--- config.mk ---
export PLATFORM = sky130hd
export DESIGN_NAME = mul4_share_arb
export DESIGN_NICKNAME = d
export VERILOG_FILES = /design/src/rtl/mul4_arb_pkg.sv /design/src/rtl/mul4x4_core.sv /design/src/rtl/mul4_share_arb.sv
export SDC_FILE = /design/constraint.sdc
export NUM_CORES = 1
export LEC_CHECK = 0
export CORE_MARGIN = 2
export CORE_UTILIZATION = 45
export CTS_BUF_LIST = sky130_fd_sc_hd__clkbuf_4 sky130_fd_sc_hd__clkbuf_8
export DETAILED_ROUTE_END_ITERATION = 12
export GPL_TIMING_DRIVEN = 0
export HOLD_SLACK_MARGIN = 0.1
export PLACE_DENSITY = 0.88
export REMOVE_ABC_BUFFERS = 1
export SLEW_MARGIN = 25
export SYNTH_ARGS = -nofsm -noshare
export SYNTH_HDL_FRONTEND = slang
export SYNTH_SLANG_ARGS = --single-unit
export TNS_END_PERCENT = 1
--- constraint.sdc ---
create_clock -name clk -period 13.9 [get_ports clk]
set_input_delay 2.085 -clock clk [delete_from_list [all_inputs] [get_ports clk]]
set_output_delay 2.085 -clock clk [all_outputs]
set_load 0.05 [all_outputs]
--- src/rtl/mul4_arb_pkg.sv ---
// Shared types, widths and the round-robin pick function for the
// mul4_share_arb block and its multiplier core.
package mul4_arb_pkg;

    localparam int OPW     = 4;
    localparam int PRODW   = 8;
    localparam int MAXN    = 8;
    localparam int IDMAX_W = 3;

    // Response payload; id is sized for the largest legal requester count.
    typedef struct packed {
        logic [PRODW-1:0]   product;
        logic [IDMAX_W-1:0] id;
    } rsp_t;

    // Arbitration result: found is low when no requester is valid.
    typedef struct packed {
        logic               found;
        logic [IDMAX_W-1:0] idx;
    } pick_t;

    typedef enum logic {
        EMPTY = 1'b0,
        FULL  = 1'b1
    } rsp_state_e;

    // Scan from ptr upward, wrapping modulo n, and return the first valid index.
    function automatic pick_t rr_pick(input logic [MAXN-1:0] valid,
                                      input logic [IDMAX_W-1:0] ptr,
                                      input int n);
        pick_t r;
        int    idx;
        r = '0;
        for (int k = 0; k < MAXN; k++) begin
            idx = (int'(ptr) + k) % n;
            if (k < n && !r.found && valid[idx]) begin
                r.found = 1'b1;
                r.idx   = IDMAX_W'(idx);
            end
        end
        return r;
    endfunction

endpackage

--- src/rtl/mul4x4_core.sv ---
// Purely combinational 4x4 unsigned multiplier with a full 8-bit product.
module mul4x4_core
    import mul4_arb_pkg::*;
(
    input  logic [OPW-1:0]   i_a,
    input  logic [OPW-1:0]   i_b,
    output logic [PRODW-1:0] o_p
);

    assign o_p = PRODW'(i_a) * PRODW'(i_b);

endmodule

--- src/rtl/mul4_share_arb.sv ---
// Round-robin arbiter sharing one 4x4 multiplier among N_REQ requesters.
// Results leave through a single registered response channel tagged with
// the requester index. Defining MUL4_ARB_PIPE_EN inserts a stage register
// between the core and the response register (latency 2 instead of 1).
module mul4_share_arb
    import mul4_arb_pkg::*;
#(
    parameter int N_REQ = 4,
    parameter int ID_W  = $clog2(N_REQ)
) (
    input  logic                 clk,
    input  logic                 rst,
    input  logic [N_REQ-1:0]     req_valid,
    output logic [N_REQ-1:0]     req_ready,
    input  logic [4*N_REQ-1:0]   req_a,
    input  logic [4*N_REQ-1:0]   req_b,
    output logic                 rsp_valid,
    input  logic                 rsp_ready,
    output logic [PRODW-1:0]     rsp_product,
    output logic [ID_W-1:0]      rsp_id
);

    logic [IDMAX_W-1:0] r_rr_ptr;
    rsp_state_e         r_state;
    rsp_state_e         w_state_nxt;
    rsp_t               r_rsp;
    rsp_t               w_rsp_load;
    pick_t              w_pick;
    logic               w_can_accept;
    logic               w_xfer;
    logic               w_push;
    logic               w_pop;
    logic [OPW-1:0]     w_a;
    logic [OPW-1:0]     w_b;
    logic [PRODW-1:0]   w_prod;
    logic               w_unused_id;

    assign w_pick = rr_pick(MAXN'(req_valid), r_rr_ptr, N_REQ);
    assign w_pop  = (r_state == FULL) && rsp_ready;
    // Reset gates the grant so nothing is accepted during the reset cycle.
    assign w_xfer = !rst && w_pick.found && w_can_accept;

`ifdef MUL4_ARB_PIPE_EN
    logic r_stg_valid;
    rsp_t r_stg;
    logic w_stg_adv;

    // The stage moves forward whenever the response register can take it.
    assign w_stg_adv    = (r_state == EMPTY) || rsp_ready;
    assign w_can_accept = !r_stg_valid || w_stg_adv;
    assign w_push       = w_stg_adv && r_stg_valid;
    assign w_rsp_load   = r_stg;

    // Intermediate stage between the core and the response register.
    always_ff @(posedge clk) begin
        if (rst) begin
            r_stg_valid <= 1'b0;
            r_stg       <= '0;
        end else if (w_xfer) begin
            r_stg_valid <= 1'b1;
            r_stg       <= '{product: w_prod, id: w_pick.idx};
        end else if (w_stg_adv) begin
            r_stg_valid <= 1'b0;
        end
    end
`else
    assign w_can_accept = (r_state == EMPTY) || rsp_ready;
    assign w_push       = w_xfer;
    assign w_rsp_load   = '{product: w_prod, id: w_pick.idx};
`endif

    // Route the granted requester's operands into the shared core.
    always_comb begin
        w_a = '0;
        w_b = '0;
        for (int i = 0; i < N_REQ; i++) begin
            if (w_pick.idx == IDMAX_W'(i)) begin
                w_a = req_a[4*i +: 4];
                w_b = req_b[4*i +: 4];
            end
        end
    end

    // One-hot accept for the granted requester only when a result can be taken.
    always_comb begin
        req_ready = '0;
        for (int i = 0; i < N_REQ; i++) begin
            req_ready[i] = w_xfer && (w_pick.idx == IDMAX_W'(i));
        end
    end

    mul4x4_core u_core (
        .i_a (w_a),
        .i_b (w_b),
        .o_p (w_prod)
    );

    // Round-robin pointer moves past the winner on every transfer.
    always_ff @(posedge clk) begin
        if (rst) begin
            r_rr_ptr <= '0;
        end else if (w_xfer) begin
            r_rr_ptr <= (w_pick.idx == IDMAX_W'(N_REQ - 1)) ? '0 : w_pick.idx + 1'b1;
        end
    end

    // Response occupancy state register.
    always_ff @(posedge clk) begin
        if (rst) begin
            r_state <= EMPTY;
        end else begin
            r_state <= w_state_nxt;
        end
    end

    // Push wins over pop so a simultaneous pop/push keeps the register full.
    always_comb begin
        w_state_nxt = r_state;
        if (w_push) begin
            w_state_nxt = FULL;
        end else if (w_pop) begin
            w_state_nxt = EMPTY;
        end
    end

    // Response payload; holds whenever nothing new is pushed.
    always_ff @(posedge clk) begin
        if (rst) begin
            r_rsp <= '0;
        end else if (w_push) begin
            r_rsp <= w_rsp_load;
        end
    end

    assign rsp_valid   = (r_state == FULL);
    assign rsp_product = r_rsp.product;
    assign rsp_id      = r_rsp.id[ID_W-1:0];
    assign w_unused_id = ^r_rsp.id;

endmodule

==> results.sh <==
export IMPL_post_route_min_period_ns=7.21
export IMPL_fin_tns_setup_ns=0
export IMPL_start_kind="input pin"
export IMPL_die_x_um=58.4
export IMPL_syn_avg_cell_area_um2=7.36
export IMPL_clkLatencyLatePin_ns=0.28
export IMPL_fmax_mhz=139
export IMPL_final_cell_mix="53 x clkdlybuf4s50_1, 20 x nand2_1, 16 x ha_1"
export IMPL_gp_congestion=0.759
export IMPL_ys_async_sr_fraction=0
export IMPL_crit_type="in2out"
export IMPL_nets=287
export IMPL_antenna_left=0
export IMPL_p_leak_nw=0.841
export IMPL_cts_setup_buffers=0
export IMPL_portBuffers=53
export IMPL_clk_pin_slew_ns=0.08
export IMPL_io_pins=54
export IMPL_skew_ns=0.00749
export IMPL_ys_warn_count=0
export IMPL_drt_iter0_drc=101
export IMPL_grt_use_total=0.200
export IMPL_cts_root_buf="clkbuf_4"
export IMPL_drive_gt1_frac=0.0573
export IMPL_grt_max_degree=20
export IMPL_finalWorstSetupSlack_ns=6.69
export IMPL_post_drt_wl_per_cell_um=12.9
export IMPL_cp_required_ns=11.81
export IMPL_cts_sinks=13
export IMPL_wirelength_um=3330
export IMPL_stdcell_count=258
export IMPL_setup_viol=0
export IMPL_synth_seq_cells=13
export IMPL_cap_viol_max_count=0
export IMPL_dp_cells=254
export IMPL_crit_top_cell="clkdlybuf4s50_1"
export IMPL_dp_slack_ns=6.68
export IMPL_hold_buffers=0
export IMPL_synth_flop_cell="dfxtp_1"
export IMPL_grt_pass1_wl_um=5490
export IMPL_status="finished, final reports clean"
export IMPL_dieArea_um2=3410
export IMPL_vias=1415
export IMPL_route_detailed_drc=0
export IMPL_synth_cell_type_count=38
export IMPL_synth_cells=181
export IMPL_crit_slowest_cell="clkdlybuf4s50_1"
export IMPL_crit_chain="clkdlybuf4s50_1 -> inv_1 -> a221o_1 -> a32oi_1 -> nor2b_1 -> ha_1 -> and2_1 -> clkdlybuf4s50_1"
export IMPL_initial_core_util=0.479
export IMPL_core_area_um2=2780
export IMPL_n_antenna_cell=0
export IMPL_arrival_ns=5.13
export IMPL_vdd_ir_drop_max_v=0.000144
export IMPL_drv_slew=0
export IMPL_cts_repair_resized=0
export IMPL_hold_violations=0
export IMPL_h_tree_depth=1
export IMPL_yosysSeqAreaShare=0.195
export IMPL_grt_pass1_vias=1306
export IMPL_min_path_type="reg2reg"
export IMPL_tightestPinTransition_ns=0.652
export IMPL_r2r_setup_slack_ns=9.01
export IMPL_cpPeakStageDelay_ns=0.79
export IMPL_antenna_found_initial=0
export IMPL_detailed_place_hpwl_um=2660
export IMPL_period_share=0.519
export IMPL_area_delta_synth_final_pct=41.8
export IMPL_cp_max_fo=19
export IMPL_dieHeight_um=58.4
export IMPL_relSlewSlack=0.562
export IMPL_dr_pass1_iters=4
export IMPL_p_total_uw=331
export IMPL_rsz0062_at_grt="false"
export IMPL_cts_made_buffers=3
export IMPL_cp_end_kind="primary output"
export IMPL_vias_per_cell=5.48
export IMPL_cts_tree="yes"
export IMPL_mostFrequentLayoutCell="clkdlybuf4s50_1"
export IMPL_clockBufferDepth=2
export IMPL_overflow=0
export IMPL_synth_cell_area_um2=1330
export IMPL_p_per_area_nw_per_um2=175
export IMPL_num_rows=19
export IMPL_synth_edf_count=0
path summary, 6_finish.rpt:
kind,to,cells past startpoint,startpoint
min,rsp_product[1],2,rsp_product[1]
max,req_ready[3],8,req_valid[1]
min reg2reg,rsp_product[1],2,rsp_product[1]
max reg2reg,rsp_product[6],17,r_rr_ptr[0]
critical path: cells and delay by family:
| kind | cells | cell delay (ns) |
|---|---|---|
| AOI/OAI and AO/OA | 2 | 0.63 |
| adders and majority gates | 1 | 0.55 |
| buffers and inverters | 3 | 1.40 |
| and+or+nand+nor | 2 | 0.45 |
cell usage after synthesis, types with 3 or more instances:
cell type / count / share of area
or2_2: 3 / 0.014
nor2b_1: 6 / 0.028
inv_1: 14 / 0.039
and2_1: 4 / 0.019
nand2_1: 20 / 0.056
dfxtp_1: 13 / 0.20
a211oi_1: 5 / 0.028
nor2_1: 15 / 0.042
o21ai_0: 15 / 0.056
ha_1: 16 / 0.15
a22oi_1: 6 / 0.034
fa_1: 4 / 0.060
clkbuf_1: 6 / 0.017
a21oi_1: 15 / 0.056
nand3_1: 8 / 0.030
power breakdown:
part / switching, mW / total [mW] / internal [mW]
clock network: 0.0133 / 0.0264 / 0.0131
logic: 0.150 / 0.250 / 0.100
registers: 0.00604 / 0.0543 / 0.0482
total: 0.170 / 0.331 / 0.161
routing by layer:
metal  track usage  wire, µm  vias up
li1              -         -      724
met1         0.257      1510      647
met2         0.358      1590       41
met3        0.0330       213        3
met4        0.0299        17        0
met5             0         0        -
final cells by class:
| class | instances | area [µm²] |
|---|---|---|
| fillers | 245 | 892 |
| repair buffers | 53 | 531 |
| flip-flops and latches | 13 | 260 |
| well taps | 31 | 38.8 |
| inverters | 15 | 56.3 |
| multi-input cells | 142 | 973 |
| clock buffers | 4 | 30.0 |
sequential cells by signal, indices dropped and copies added (netlist names):
name / cells
r_rr_ptr: 2
rsp_id: 2
rsp_product: 8
rsp_valid: 1
through the flow:
stage / cell area, µm² / hold WS [ns] / util
detailed placement: 1850 / 0.450 / 0.667
floorplan: 1280 / 0.467 / -
global placement: 1850 / 0.444 / 0.667
finish: 1890 / 0.468 / 0.679
CTS: 1880 / 0.466 / 0.677
global route: 1890 / 0.499 / 0.679
logic make-up after synthesis:
family,Yosys count,synth area share
compound gates,52,0.249
flops,13,0.195
fa+ha+maj,20,0.210
mux,1,0.00845
buf+inv,26,0.0779
simple gates,67,0.246
xor+xnor,2,0.0131
Note: power is estimated with default switching activity, not from simulation.
